<file path="src/rtl/posit_decode_if.sv">
// posit_decode_if: operand-in / decoded-result-out handshake bundle for the posit decoder.
interface posit_decode_if #(
  parameter int WIDTH = 16,
  parameter int ES    = 1,
  parameter int TAG_W = 4
);
  localparam int W_REG   = $clog2(WIDTH) + 1;
  localparam int W_SCALE = W_REG + ES;
  localparam int W_MAN   = WIDTH;
  localparam int W_EXP   = (ES > 0) ? ES : 1;
  logic                      in_valid;
  logic                      in_ready;
  logic [WIDTH-1:0]          in_posit;
  logic [TAG_W-1:0]          in_tag;
  logic                      out_valid;
  logic                      out_ready;
  logic                      out_sign;
  logic signed [W_REG-1:0]   out_regime;
  logic [W_EXP-1:0]          out_exp;
  logic signed [W_SCALE-1:0] out_scale;
  logic [W_MAN-1:0]          out_man;
  logic                      out_zero;
  logic                      out_nar;
  logic [TAG_W-1:0]          out_tag;
  modport master (
    output in_valid, in_posit, in_tag, out_ready,
    input  in_ready, out_valid, out_sign, out_regime, out_exp, out_scale, out_man,
           out_zero, out_nar, out_tag
  );
  modport slave (
    input  in_valid, in_posit, in_tag, out_ready,
    output in_ready, out_valid, out_sign, out_regime, out_exp, out_scale, out_man,
           out_zero, out_nar, out_tag
  );
endinterface

</file>
<file path="src/rtl/posit_decode_pipe.sv">
// posit_decode_pipe: 3-stage valid/ready posit<WIDTH,ES> field decoder with zero/NaR flags and tag sideband.
module posit_decode_pipe #(
  parameter int WIDTH = 16,
  parameter int ES    = 1,
  parameter int TAG_W = 4
) (
  input logic          clk,
  input logic          rst_n,
  posit_decode_if.slave bus
);
  localparam int W_REG   = $clog2(WIDTH) + 1;
  localparam int W_SCALE = W_REG + ES;
  localparam int W_EXP   = (ES > 0) ? ES : 1;
  logic w_ld1, w_ld2, w_ld3;
  logic r1_v, r2_v, r3_v;
  assign w_ld3        = !r3_v || bus.out_ready;
  assign w_ld2        = !r2_v || w_ld3;
  assign w_ld1        = !r1_v || w_ld2;
  assign bus.in_ready = w_ld1;
  logic               r1_sign, r1_zero, r1_nar;
  logic [WIDTH-2:0]   r1_body;
  logic [TAG_W-1:0]   r1_tag;
  logic               w_zero, w_nar;
  assign w_zero = bus.in_posit == '0;
  assign w_nar  = bus.in_posit == {1'b1, {(WIDTH-1){1'b0}}};
  always_ff @(posedge clk or negedge rst_n)
    if (!rst_n) begin
      r1_v    <= 1'b0;
      r1_sign <= 1'b0;
      r1_zero <= 1'b0;
      r1_nar  <= 1'b0;
      r1_body <= '0;
      r1_tag  <= '0;
    end else if (w_ld1) begin
      r1_v <= bus.in_valid;
      if (bus.in_valid) begin
        r1_sign <= bus.in_posit[WIDTH-1];
        r1_zero <= w_zero;
        r1_nar  <= w_nar;
        r1_body <= (WIDTH-1)'(bus.in_posit[WIDTH-1] ? -bus.in_posit : bus.in_posit);
        r1_tag  <= bus.in_tag;
      end
    end
  logic [W_REG-1:0]        w_run;
  logic                    w_stop;
  logic signed [W_REG-1:0] w_k;
  logic [WIDTH-2:0]        w_rem;
  // run of copies of the body MSB; all-same body saturates at WIDTH-1
  always_comb begin
    w_run  = '0;
    w_stop = 1'b0;
    for (int i = WIDTH-2; i >= 0; i--) begin
      w_stop = w_stop || (r1_body[i] != r1_body[WIDTH-2]);
      w_run  = w_run + W_REG'(!w_stop);
    end
  end
  assign w_k   = r1_body[WIDTH-2] ? w_run - 1'b1 : -w_run;
  assign w_rem = r1_body << (w_run + 1'b1);
  logic                    r2_sign, r2_zero, r2_nar;
  logic signed [W_REG-1:0] r2_k;
  logic [WIDTH-2:0]        r2_rem;
  logic [TAG_W-1:0]        r2_tag;
  always_ff @(posedge clk or negedge rst_n)
    if (!rst_n) begin
      r2_v    <= 1'b0;
      r2_sign <= 1'b0;
      r2_zero <= 1'b0;
      r2_nar  <= 1'b0;
      r2_k    <= '0;
      r2_rem  <= '0;
      r2_tag  <= '0;
    end else if (w_ld2) begin
      r2_v <= r1_v;
      if (r1_v) begin
        r2_sign <= r1_sign;
        r2_zero <= r1_zero;
        r2_nar  <= r1_nar;
        r2_k    <= w_k;
        r2_rem  <= w_rem;
        r2_tag  <= r1_tag;
      end
    end
  logic [W_EXP-1:0]          w_exp;
  logic [WIDTH-2:0]          w_frac;
  logic signed [W_SCALE-1:0] w_scale;
  logic                      w_special;
  generate
    if (ES > 0) begin : g_exp
      assign w_exp = r2_rem[WIDTH-2 -: ES];
    end else begin : g_noexp
      assign w_exp = '0;
    end
  endgenerate
  assign w_frac    = r2_rem << ES;
  assign w_scale   = (W_SCALE'(r2_k) <<< ES) + W_SCALE'(w_exp);
  assign w_special = r2_zero || r2_nar;
  logic                      r3_sign, r3_zero, r3_nar;
  logic signed [W_REG-1:0]   r3_k;
  logic [W_EXP-1:0]          r3_exp;
  logic signed [W_SCALE-1:0] r3_scale;
  logic [WIDTH-1:0]          r3_man;
  logic [TAG_W-1:0]          r3_tag;
  always_ff @(posedge clk or negedge rst_n)
    if (!rst_n) begin
      r3_v     <= 1'b0;
      r3_sign  <= 1'b0;
      r3_zero  <= 1'b0;
      r3_nar   <= 1'b0;
      r3_k     <= '0;
      r3_exp   <= '0;
      r3_scale <= '0;
      r3_man   <= '0;
      r3_tag   <= '0;
    end else if (w_ld3) begin
      r3_v <= r2_v;
      if (r2_v) begin
        r3_sign  <= w_special ? 1'b0 : r2_sign;
        r3_zero  <= r2_zero;
        r3_nar   <= r2_nar;
        r3_k     <= w_special ? '0 : r2_k;
        r3_exp   <= w_special ? '0 : w_exp;
        r3_scale <= w_special ? '0 : w_scale;
        r3_man   <= w_special ? '0 : {1'b1, w_frac};
        r3_tag   <= r2_tag;
      end
    end
  assign bus.out_valid  = r3_v;
  assign bus.out_sign   = r3_sign;
  assign bus.out_regime = r3_k;
  assign bus.out_exp    = r3_exp;
  assign bus.out_scale  = r3_scale;
  assign bus.out_man    = r3_man;
  assign bus.out_zero   = r3_zero;
  assign bus.out_nar    = r3_nar;
  assign bus.out_tag    = r3_tag;
endmodule

</file>
<file path="src/flat_wrapper.sv">
// flat-port wrapper written by rule: the top's interface ports become plain ports
module posit_decode_pipe_flat 
#(
  parameter int WIDTH = 16,
  parameter int ES    = 1,
  parameter int TAG_W = 4
)
  (clk, rst_n, bus_in_valid, bus_in_posit, bus_in_tag, bus_out_ready, bus_in_ready, bus_out_valid, bus_out_sign, bus_out_regime, bus_out_exp, bus_out_scale, bus_out_man, bus_out_zero, bus_out_nar, bus_out_tag);
  posit_decode_if #(.WIDTH(WIDTH), .ES(ES), .TAG_W(TAG_W)) bus_i ();
  input logic clk;
  input logic rst_n;
  input wire logic [$bits(bus_i.in_valid)-1:0] bus_in_valid;
  input wire logic [$bits(bus_i.in_posit)-1:0] bus_in_posit;
  input wire logic [$bits(bus_i.in_tag)-1:0] bus_in_tag;
  input wire logic [$bits(bus_i.out_ready)-1:0] bus_out_ready;
  output wire logic [$bits(bus_i.in_ready)-1:0] bus_in_ready;
  output wire logic [$bits(bus_i.out_valid)-1:0] bus_out_valid;
  output wire logic [$bits(bus_i.out_sign)-1:0] bus_out_sign;
  output wire logic [$bits(bus_i.out_regime)-1:0] bus_out_regime;
  output wire logic [$bits(bus_i.out_exp)-1:0] bus_out_exp;
  output wire logic [$bits(bus_i.out_scale)-1:0] bus_out_scale;
  output wire logic [$bits(bus_i.out_man)-1:0] bus_out_man;
  output wire logic [$bits(bus_i.out_zero)-1:0] bus_out_zero;
  output wire logic [$bits(bus_i.out_nar)-1:0] bus_out_nar;
  output wire logic [$bits(bus_i.out_tag)-1:0] bus_out_tag;
  assign bus_i.in_valid = bus_in_valid;
  assign bus_i.in_posit = bus_in_posit;
  assign bus_i.in_tag = bus_in_tag;
  assign bus_i.out_ready = bus_out_ready;
  assign bus_in_ready = bus_i.in_ready;
  assign bus_out_valid = bus_i.out_valid;
  assign bus_out_sign = bus_i.out_sign;
  assign bus_out_regime = bus_i.out_regime;
  assign bus_out_exp = bus_i.out_exp;
  assign bus_out_scale = bus_i.out_scale;
  assign bus_out_man = bus_i.out_man;
  assign bus_out_zero = bus_i.out_zero;
  assign bus_out_nar = bus_i.out_nar;
  assign bus_out_tag = bus_i.out_tag;
  posit_decode_pipe #(.WIDTH(WIDTH), .ES(ES), .TAG_W(TAG_W)) u_core (.clk(clk), .rst_n(rst_n), .bus(bus_i));
endmodule
</file>
<file path="config.mk">
export PLATFORM = sky130hd
export DESIGN_NAME = posit_decode_pipe_flat
export DESIGN_NICKNAME = d
export VERILOG_FILES = /design/src/rtl/posit_decode_if.sv /design/src/rtl/posit_decode_pipe.sv /design/src/flat_wrapper.sv
export SDC_FILE = /design/constraint.sdc
export NUM_CORES = 1
export LEC_CHECK = 0
export CORE_UTILIZATION = 35
export DETAILED_ROUTE_END_ITERATION = 8
export PLACE_DENSITY = 0.56
export SLEW_MARGIN = 20
export SYNTH_ARGS = -nofsm -noshare
export SYNTH_HDL_FRONTEND = slang
export SYNTH_SLANG_ARGS = --single-unit
</file>
<file path="constraint.sdc">
create_clock -name clk -period 20.3 [get_ports clk]
set_clock_uncertainty 0.15 [all_clocks]
set_input_delay 4.06 -clock clk [delete_from_list [all_inputs] [get_ports clk]]
set_output_delay 4.06 -clock clk [all_outputs]
set_load 0.1 [all_outputs]
</file>
==> impl_metrics.json, run 1 <==
{
  "synth_cell_type_count": 56,
  "gr-total-overflow": 0,
  "setup_tns_ns": 0,
  "antenna_found_initial": 0,
  "ios": 61,
  "start_util_pct": 36.2,
  "die_w_um": 117,
  "synth_edf_count": 0,
  "route.detailed.drc": 0,
  "die_area_mm2": 0.0136,
  "seq_area_frac_synth_pct": 43.4,
  "reg2regPathDepth": 21,
  "first_global_vias": 3205,
  "cts_hold_buf": 0,
  "num_vias": 3225,
  "grt_pass1_wl_mm": 15.1,
  "avgSynthCellArea_um2": 10.6,
  "grt_use_met1_pct": 18.9,
  "wl_per_cell_um": 13.7,
  "r2r_slack_ns": 12.56,
  "cts_sinks": 80,
  "numCtsBuffers": 9,
  "portBuffers": 59,
  "cts_resized": 0,
  "ys_warn_count": 0,
  "clk_pin_slew_ns": 0.05,
  "ctsHtreeMaxLevel": 3,
  "drt_wl_total_mm": 8.90,
  "diodes": 0,
  "max_freq_mhz": 99.0,
  "grt_max_degree": 81,
  "design.core.area_mm2": 0.0127,
  "globalplace.congestion": 0.850,
  "grt_use_total_pct": 14.1,
  "hold_depth": 2,
  "relSlewSlack_pct": 29.8,
  "reg2reg_from": "u_core.r1_body[14]$_DFFE_PN0P_",
  "worstSkewPairLatency_ns": 0.33,
  "use_met3_pct": 2.63,
  "rsz0062_at_grt": "no",
  "postSynthCellCount": 433,
  "finalSetupViolCount": 0,
  "clock_path_buffers": 2,
  "hold_viol": 0,
  "cts_tree": "yes",
  "die_y_um": 117,
  "hold_start": "u_core.r1_sign$_DFFE_PN0P_",
  "nets": 517,
  "syn_nets": 475,
  "layout-drive-gt1-share_pct": 11.3,
  "fin_crit_ns": 10.10,
  "worstPathRequired_ns": 16.09,
  "busiest_layer": "met2",
  "critPathCaptureType": "output pin",
  "via_per_inst": 4.95,
  "area_delta_synth_final_pct": 20.5,
  "gr-usage-met2_pct": 23.3,
  "maxCapViolations": 0,
  "ys_seq_elements": 80,
  "slew_viol_final": 0,
  "synth-main-ff-cell": "dfrtp_1",
  "critPathKind": "input port to output pin",
  "synth_area_mm2": 0.00461,
  "run_status": "finished clean",
  "min_path_type": "register to register",
  "arrival_ns": 5.89,
  "worst-path-max-fanout": 4,
  "synthArstFlopShare_pct": 100,
  "start_kind": "input port",
  "rows": 41,
  "whs_endpoint": "u_core.r1_sign$_DFFE_PN0P_",
  "post-route-period-util_pct": 49.8,
  "drt-initial-drc-count": 151,
  "tightest_slew_ns": 1.05,
  "postCtsSetupBuffers": 0,
  "rr_endpoint": "u_core.r2_rem[12]$_DFFE_PN0P_",
  "first_pass_iters": 4,
  "ant_nets": 0,
  "root_buffer": "clkbuf_16",
  "detailed_place_hpwl_mm": 6.68
}
[final cells by class]
| type | count | area (µm²) |
|---|---|---|
| timing repair buffer | 62 | 611 |
| clock buffer | 10 | 229 |
| fill | 1289 | 7160 |
| clock inverter | 5 | 33.8 |
| sequential | 80 | 2000 |
| inverter | 18 | 67.6 |
| tap | 172 | 215 |
| multi-input combinational | 304 | 2400 |
[sequential cells by signal, indices dropped and copies added (netlist names), 4 cells and up]
name	count
u_core.bus.out_scale	6
u_core.r2_k	5
u_core.r2_rem	15
u_core.bus.out_man	15
u_core.bus.out_tag	4
u_core.r2_tag	4
u_core.r1_body	15
u_core.r1_tag	4
[per-stage QoR]
stage                     setup slack, ns  utilization (%)  cell area (µm²)  std cells  hold WS [ns]
after detailed placement            10.22             41.6             5290        636         0.318
after floorplan                     11.00                -             4610        433         0.293
after CTS                           10.21             43.7             5560        651         0.334
after global placement              10.23             41.6             5290        636         0.307
after global routing                10.15             43.7             5560        651         0.363
final                               10.20             43.7             5560        651         0.323
[how the worst max path moves through the flow]
stage	depth (start not counted)	end	start	slack, ns
final	3	bus_in_ready	bus_out_ready	10.20
after detailed placement	3	bus_in_ready	bus_out_ready	10.22
after CTS	3	bus_in_ready	bus_out_ready	10.21
after floorplan	1	bus_in_ready	bus_out_ready	11.00
after global placement	3	bus_in_ready	bus_out_ready	10.23
after global routing	3	bus_in_ready	bus_out_ready	10.15
[cell usage after synthesis (2+ instances only)]
master / n / area share [%]
nand3_1: 9 / 0.98
o41ai_1: 2 / 0.38
or4_4: 3 / 0.73
dfrtp_1: 80 / 43
nor2b_1: 4 / 0.54
nand2_1: 52 / 4.2
nor2_1: 8 / 0.65
mux2i_1: 30 / 6.5
nand2b_1: 5 / 0.68
o22ai_1: 2 / 0.27
or2_2: 2 / 0.27
xor2_1: 15 / 2.8
and4_1: 2 / 0.38
a22o_1: 28 / 5.3
buf_4: 7 / 1.1
ha_1: 10 / 2.7
a21oi_1: 5 / 0.54
buf_1: 3 / 0.24
mux4_2: 5 / 2.4
nor4_1: 3 / 0.41
nand3b_1: 2 / 0.33
nand4b_1: 2 / 0.38
inv_1: 18 / 1.5
clkbuf_1: 16 / 1.3
or3_1: 6 / 0.81
mux2_2: 21 / 5.1
nor3_1: 4 / 0.43
o21ai_0: 35 / 3.8
o31ai_1: 5 / 0.81
o211ai_1: 4 / 0.65
buf_2: 4 / 0.43
xnor2_1: 10 / 1.9
fa_1: 8 / 3.5
[worst max-delay path, cell delays in order]
cell	delay (ns)
clkdlybuf4s50_1	0.47
nand4b_1	0.19
clkdlybuf4s50_1	1.17
[per-layer routing]
metal | part of all wire (%) | up-vias
li1 | - | 1629
met1 | 50 | 1519
met2 | 45 | 66
met3 | 3.5 | 11
met4 | 1.3 | 0
met5 | 0 | -
[layout by cell type, fill, tap and decap left out, types with 3 or more instances in the layout]
cell / synthesis / final
clkbuf_16: 0 / 9
nand2_1: 52 / 51
nor4_1: 3 / 3
a21oi_1: 5 / 5
nor2b_1: 4 / 4
o21ai_0: 35 / 35
nand2b_1: 5 / 5
inv_1: 18 / 18
o211ai_1: 4 / 4
nand3_1: 9 / 9
xnor2_1: 10 / 10
nor2_1: 8 / 8
dfrtp_1: 80 / 80
mux2i_1: 30 / 30
mux2_2: 21 / 21
ha_1: 10 / 10
nor3_1: 4 / 3
xor2_1: 15 / 15
fa_1: 8 / 8
mux4_2: 5 / 5
or3_1: 6 / 6
clkdlybuf4s50_1: 0 / 58
o31ai_1: 5 / 5
or4_4: 3 / 3
buf_4: 7 / 4
a22o_1: 28 / 28
[cell families after synthesis]
group / synth area share, %
AO/OA/AOI/OAI: 14.1
XOR/XNOR: 5.26
adder cells (fa/ha/maj): 6.19
buffers and inverters: 4.69
flip-flops: 43.4
multiplexers: 14.1
other: 0.0813
AND/OR/NAND/NOR: 12.2
Power of run 1 is not shown: default switching activity piles up to over one toggle a cycle in this logic, so the estimate is an artifact.
==> run 2: changes to the inputs <==
==> constraint.sdc (replaced) <==
create_clock -name clk -period 10.5 [get_ports clk]
set_clock_uncertainty 0.15 [all_clocks]
set_input_delay 2.1 -clock clk [delete_from_list [all_inputs] [get_ports clk]]
set_output_delay 2.1 -clock clk [all_outputs]
set_load 0.1 [all_outputs]
==> impl_metrics.json, run 2 (synthesis results as in run 1) <==
{
  "ctsHtreeMaxLevel": 3,
  "layout_common_cells": "dfrtp_1, clkdlybuf4s50_1, nand2_1",
  "clk_pin_slew_ns": 0.06,
  "min_path_type": "register to register",
  "max_stage_delay_ns": 1.04,
  "grt_use_met1_pct": 20.4,
  "path_buf_inv": 5,
  "wl_per_cell_um": 14.0,
  "cts_hold_buf": 0,
  "start_util_pct": 36.2,
  "die_area_mm2": 0.0136,
  "nets": 516,
  "root_buffer": "clkbuf_16",
  "run_status": "finished clean",
  "cts_sinks": 80,
  "portBuffers": 59,
  "route.detailed.drc": 0,
  "cts_tree": "yes",
  "die_y_um": 117,
  "slew_viol_final": 0,
  "finalSetupViolCount": 0,
  "ios": 61,
  "postCtsSetupBuffers": 0,
  "grt_use_total_pct": 14.5,
  "first_global_vias": 3137,
  "path_delay_family": "adder cells",
  "max_freq_mhz": 131,
  "relSlewSlack_pct": 29.3,
  "design.core.area_mm2": 0.0127,
  "maxCapViolations": 0,
  "gr-total-overflow": 0,
  "fin_crit_ns": 7.66,
  "layout-drive-gt1-share_pct": 11.5,
  "cp-startpoint": "u_core.r1_body[14]$_DFFE_PN0P_",
  "start_kind": "register",
  "rsz0062_at_grt": "no",
  "hold_viol": 0,
  "grt_pass1_wl_mm": 15.6,
  "globalplace.congestion": 0.856,
  "antenna_found_initial": 0,
  "num_vias": 3260,
  "rows": 41,
  "gr-usage-met2_pct": 22.8,
  "tightest_slew_ns": 1.06,
  "worst-path-max-fanout": 32,
  "via_per_inst": 5.01,
  "ant_nets": 0,
  "critPathKind": "register to register",
  "use_met3_pct": 2.42,
  "path_cells": "nand3_1 > o22ai_1 > a21boi_1 > o211a_1 > o21ai_0 > fa_1 > inv_1 > fa_1 > fa_1 > inv_1 > fa_1 > inv_1 > ha_1 > inv_1 > fa_1 > inv_1 > ha_1 > mux4_2 > mux2_2 > mux2_2 > a22o_1",
  "hold_start": "u_core.r2_rem[4]$_DFFE_PN0P_",
  "cts_resized": 0,
  "drt_wl_total_mm": 9.11,
  "drt-initial-drc-count": 139,
  "reg2reg_from": "u_core.r1_body[14]$_DFFE_PN0P_",
  "first_pass_iters": 5,
  "final_common_cell": "dfrtp_1",
  "post-route-period-util_pct": 72.9,
  "die_w_um": 117,
  "numCtsBuffers": 9,
  "detailed_place_hpwl_mm": 6.67,
  "diodes": 0,
  "area_delta_synth_final_pct": 21.5,
  "worstPathRequired_ns": 10.57,
  "setup_tns_ns": 0,
  "clock_path_buffers": 2,
  "busiest_layer": "met2",
  "arrival_ns": 7.73,
  "critPathCaptureType": "register",
  "worstSkewPairLatency_ns": 0.33,
  "slowest_stage": "dfrtp_1",
  "grt_max_degree": 81,
  "r2r_slack_ns": 2.84
}
[run 2: cell types whose count changed in the layout (fill, tap and decap cells not counted)]
cell / delta
buf_4: -1
bufinv_16: +1
clkbuf_1: -1
clkbuf_8: +1
clkinv_2: -2
inv_6: +1
inv_8: +1
[run 2: metal layers]
layer	routed length, µm	part of all wire (%)
met1	4620	51
met2	4040	44
met3	361	4.0
met4	83	0.91
met5	0	0
[run 2: area by class of cell]
type | count | area, µm²
flip-flops and latches | 80 | 2000
well taps | 172 | 215
repair buffers | 61 | 603
inverters | 18 | 67.6
fillers | 1270 | 7120
clock inverters | 6 | 73.8
multi-input cells | 304 | 2400
clock buffers | 10 | 239
[run 2: final timing paths]
| path | cells after the start | end |
|---|---|---|
| max in group asynchronous | 1 | u_core.r1_zero$_DFFE_PN0P_ |
| worst min register to register | 2 | u_core.r2_rem[4]$_DFFE_PN0P_ |
| min in group asynchronous | 1 | u_core.bus.out_man[4]$_DFFE_PN0P_ |
| worst max register to register | 21 | u_core.r2_rem[12]$_DFFE_PN0P_ |
| worst min-delay path | 2 | u_core.r2_rem[4]$_DFFE_PN0P_ |
| worst max-delay path | 21 | u_core.r2_rem[12]$_DFFE_PN0P_ |
[run 2: through the flow]
stage          instance area (µm²)  setup WS [ns]  cells  hold slack, ns  util, %
2_1_floorplan                 4610           3.94    433           0.293        -
5_1_grt                       5600           2.27    651           0.350     44.0
6_report                      5600           2.84    651           0.327     44.0
3_5_place_dp                  5290           2.83    635           0.319     41.5
4_1_cts                       5600           2.84    651           0.335     44.0
3_3_place_gp                  5290           3.02    635           0.308     41.5
[run 2: worst min-delay path: stages (launching register included)]
cell and delay [ns]:
dfrtp_1 0.34, nand2_1 0.05, nand2_1 0.05
Power of run 2 is left out for the same reason.
==> run 3: changes to the inputs <==
--- a/config.mk
+++ b/config.mk
@@ -7,7 +7,7 @@
 export LEC_CHECK = 0
 export CORE_UTILIZATION = 35
 export DETAILED_ROUTE_END_ITERATION = 8
-export PLACE_DENSITY = 0.56
+export PLACE_DENSITY = 0.58
 export SLEW_MARGIN = 20
 export SYNTH_ARGS = -nofsm -noshare
 export SYNTH_HDL_FRONTEND = slang
==> constraint.sdc (replaced) <==
create_clock -name clk -period 6.22 [get_ports clk]
set_clock_uncertainty 0.15 [all_clocks]
set_input_delay 1.244 -clock clk [delete_from_list [all_inputs] [get_ports clk]]
set_output_delay 1.244 -clock clk [all_outputs]
set_load 0.1 [all_outputs]
==> impl_metrics.json, run 3 (synthesis results as in run 1) <==
{
  "run_status": "finished clean",
  "num-fill-cells": 1235,
  "nets": 537,
  "detailed_place_hpwl_mm": 7.03,
  "portBuffers": 59,
  "cts_sinks": 80,
  "max_stage_delay_ns": 0.51,
  "area_delta_synth_final_pct": 27.2,
  "start_util_pct": 36.2,
  "first_pass_iters": 4,
  "ctsHtreeMaxLevel": 3,
  "relSlewSlack_pct": 34.3,
  "grt_use_total_pct": 14.8,
  "worstPathRequired_ns": 6.28,
  "ant_nets": 0,
  "tightest_slew_ns": 0.982,
  "root_buffer": "clkbuf_16",
  "grt_pass1_wl_mm": 16.1,
  "rows": 41,
  "cts_hold_buf": 0,
  "min_path_type": "register to register",
  "maxCapViolations": 0,
  "slew_viol_final": 0,
  "final_common_cell": "dfrtp_1",
  "grt_max_degree": 81,
  "die_y_um": 117,
  "finalNonFillerCells": 672,
  "post-route-period-util_pct": 96.9,
  "layout_common_cells": "dfrtp_1, clkdlybuf4s50_1, nand2_1",
  "worst_path_most_repeated_cell": "fa_1",
  "clk_pin_slew_ns": 0.06,
  "drt-initial-drc-count": 132,
  "route.detailed.drc": 0,
  "via_per_inst": 4.94,
  "critPathCaptureType": "register",
  "fin_util_pct": 46.1,
  "finalSetupViolCount": 0,
  "path_cells": "buf_12 > or3_4 > a21boi_4 > o211a_1 > nand2_2 > fa_1 > inv_1 > fa_1 > fa_1 > inv_1 > fa_1 > inv_1 > ha_4 > inv_2 > fa_1 > inv_2 > ha_4 > mux4_2 > mux2_4 > mux2_2 > a22o_1",
  "cts_tree": "yes",
  "worstSkewPairLatency_ns": 0.33,
  "setup_tns_ns": 0,
  "start_kind": "register",
  "gr-total-overflow": 0,
  "drt_wl_total_mm": 9.37,
  "fin_crit_ns": 6.03,
  "numCtsBuffers": 9,
  "die_w_um": 117,
  "cp-startpoint": "u_core.r1_body[14]$_DFFE_PN0P_",
  "worst-path-max-fanout": 7,
  "diodes": 0,
  "max_freq_mhz": 166,
  "hold_viol": 0,
  "reg2reg_from": "u_core.r1_body[14]$_DFFE_PN0P_",
  "dp_cells": 653,
  "hold_start": "u_core.r1_sign$_DFFE_PN0P_",
  "die_area_mm2": 0.0136,
  "path_buf_inv": 6,
  "globalplace.congestion": 0.878,
  "slowest_stage": "fa_1",
  "critPathKind": "register to register",
  "first_global_vias": 3294,
  "arrival_ns": 6.09,
  "num_vias": 3321,
  "layout-drive-gt1-share_pct": 17.4,
  "wl_per_cell_um": 13.9,
  "design.core.area_mm2": 0.0127,
  "path_delay_family": "adder cells",
  "clock_path_buffers": 2,
  "ios": 61,
  "antenna_found_initial": 0
}
-- run 3: timing repair --
action                     in CTS  in global routing
setup endpoints to repair       1                  7
pin swaps                       1                  4
buffers inserted                1                  2
gates resized for setup         2                 11
-- run 3: worst paths after layout --
kind,endpoint,slack (ns),cells after the start
setup / recovery,u_core.r2_rem[12]$_DFFE_PN0P_,0.19,21
hold / removal,u_core.r1_sign$_DFFE_PN0P_,0.33,2
setup reg to reg,u_core.r2_rem[12]$_DFFE_PN0P_,0.19,21
hold reg to reg,u_core.r1_sign$_DFFE_PN0P_,0.33,2
max in group asynchronous,u_core.r1_body[9]$_DFFE_PN0P_,4.65,1
min in group asynchronous,u_core.bus.out_man[4]$_DFFE_PN0P_,0.80,1
-- run 3: stage by stage --
stage          instance area, µm²  hold WS (ns)  setup slack, ns
6_report                     5860         0.330            0.192
5_1_grt                      5860         0.344          -0.0195
4_1_cts                      5790         0.325           0.0604
3_5_place_dp                 5450         0.322          -0.0126
3_3_place_gp                 5450         0.312            0.124
2_1_floorplan                4650         0.293           0.0237
-- run 3: final cells by class --
class / count / area (µm²) / share of cell area (%)
sequential: 80 / 2000 / 34.1
clock inverter: 6 / 92.6 / 1.58
multi-input combinational: 304 / 2480 / 42.2
clock buffer: 10 / 229 / 3.90
inverter: 18 / 67.6 / 1.15
tap: 172 / 215 / 3.67
timing repair buffer: 82 / 781 / 13.3
-- run 3: worst register-to-register path, cell delays in order, from the launching register on --
cell      delay, ns
dfrtp_1        0.41
buf_12         0.14
or3_4          0.39
a21boi_4       0.16
o211a_1        0.24
nand2_2        0.07
fa_1           0.51
inv_1          0.05
fa_1           0.44
fa_1           0.48
inv_1          0.05
fa_1           0.44
inv_1          0.11
ha_4           0.15
inv_2          0.04
fa_1           0.50
inv_2          0.06
ha_4           0.29
mux4_2         0.50
mux2_4         0.28
mux2_2         0.26
a22o_1         0.19
-- run 3: layer usage --
metal  track usage [%]  up-vias  wire [µm]
li1                  -     1668          -
met1              20.0     1587       4500
met2              25.1       59       4490
met3              2.52        7        303
met4              2.53        0         69
met5                 0        -          0
Power of run 3 is left out for the same reason.
==> patch: new RTL, flow settings as in run 2 <==
`WIDTH` is set to 16 in 3 places; all go to 32.
--- a/src/rtl/posit_decode_if.sv
+++ b/src/rtl/posit_decode_if.sv
@@ -1,5 +1,5 @@
 // posit_decode_if: operand-in / decoded-result-out handshake bundle for the posit decoder.
 interface posit_decode_if #(
-  parameter int WIDTH = 16,
+  parameter int WIDTH = 32,
   parameter int ES    = 1,
   parameter int TAG_W = 4
--- a/src/rtl/posit_decode_pipe.sv
+++ b/src/rtl/posit_decode_pipe.sv
@@ -1,5 +1,5 @@
 // posit_decode_pipe: 3-stage valid/ready posit<WIDTH,ES> field decoder with zero/NaR flags and tag sideband.
 module posit_decode_pipe #(
-  parameter int WIDTH = 16,
+  parameter int WIDTH = 32,
   parameter int ES    = 1,
   parameter int TAG_W = 4
--- a/src/flat_wrapper.sv
+++ b/src/flat_wrapper.sv
@@ -2,5 +2,5 @@
 module posit_decode_pipe_flat 
 #(
-  parameter int WIDTH = 16,
+  parameter int WIDTH = 32,
   parameter int ES    = 1,
   parameter int TAG_W = 4
Interface: changed (resized bus_in_posit, bus_out_man, bus_out_regime and bus_out_scale); port bits go from 61 to 95. The function was not compared with the original's and may differ.
==> patch against run 2 <==
Sequential cell count is 50 higher; worst setup slack worse by 1.1 ns; routed wire length is 130% higher; final area is 82% higher; area after synthesis is 84% higher; core utilization is 0.84 points lower.
Power is left out: the tool's default activity adds up to more than one toggle a clock period on the data nets, which glitch-free logic cannot reach.
==> patch: results <==
finish:
  syn_to_final_growth_pct: 20.5
  buffer_area_frac: 0.102
  sh_seq_area: 0.319
  drive_gt1_frac: 0.129
  n_all_inverters: 39
  fin_nets: 969
  fin_area_sq_um: 10200
  multi_input_comb_cells: 599
  nFillCells: 2315
setup_path:
  worstPathArrival_ns: 8.84
  crit_fanout: 29
yosys:
  synth_top_cells_by_count: "130 x dfrtp_1, 127 x nand2_1, 74 x o21ai_0"
  synth_area_leaders: "dfrtp_1 38%, nand2_1 5.6%, fa_1 5.4%, mux2i_1 5.2%, mux4_2 4.8%"
  ys_ff_latch: 130
  yosys.cell_types.count: 58
  seq_area_frac_synth: 0.384
  synth_nets: 913
global_route:
  grt_pass1_vias: 6158
  grt_max_degree: 79
  grt_pass1_wl_microns: 34000
  use_met3: 0.0275
route:
  vias: 6435
  drt_iter0_drc: 358
  wirelength_microns: 20900
placed_design:
  placed_cell_area_sq_um: 9620
  place.gp.congestion: 0.871
status:
  status: "complete, no violations"
sta:
  slew_headroom: 0.288
-- patch: cell types whose count changed after synthesis, moves of 15 or more --
cell,before,now
clkbuf_1,16,46
dfrtp_1,80,130
fa_1,8,23
inv_1,18,38
nand2_1,52,127
o21ai_0,35,74
o221ai_1,0,17
xor2_1,15,32
-- patch: layer usage --
metal  vias up  share of wire
met5         -              0
met4         0          0.022
met3        24          0.029
met2       129           0.47
met1      3147           0.48
li1       3135              -
-- patch: final timing paths --
path,startpoint,depth (start not counted),slack [ns],endpoint
max,u_core.r1_body[30],26,1.77,u_core.r2_rem[28]
min,u_core.r2_k[5],2,0.32,u_core.r2_k[5]
max reg2reg,u_core.r1_body[30],26,1.77,u_core.r2_rem[28]
min reg2reg,u_core.r2_k[5],2,0.32,u_core.r2_k[5]
max in group asynchronous,rst_n,2,7.50,u_core.r2_rem[19]
min in group asynchronous,rst_n,1,1.56,u_core.bus.out_scale[4]
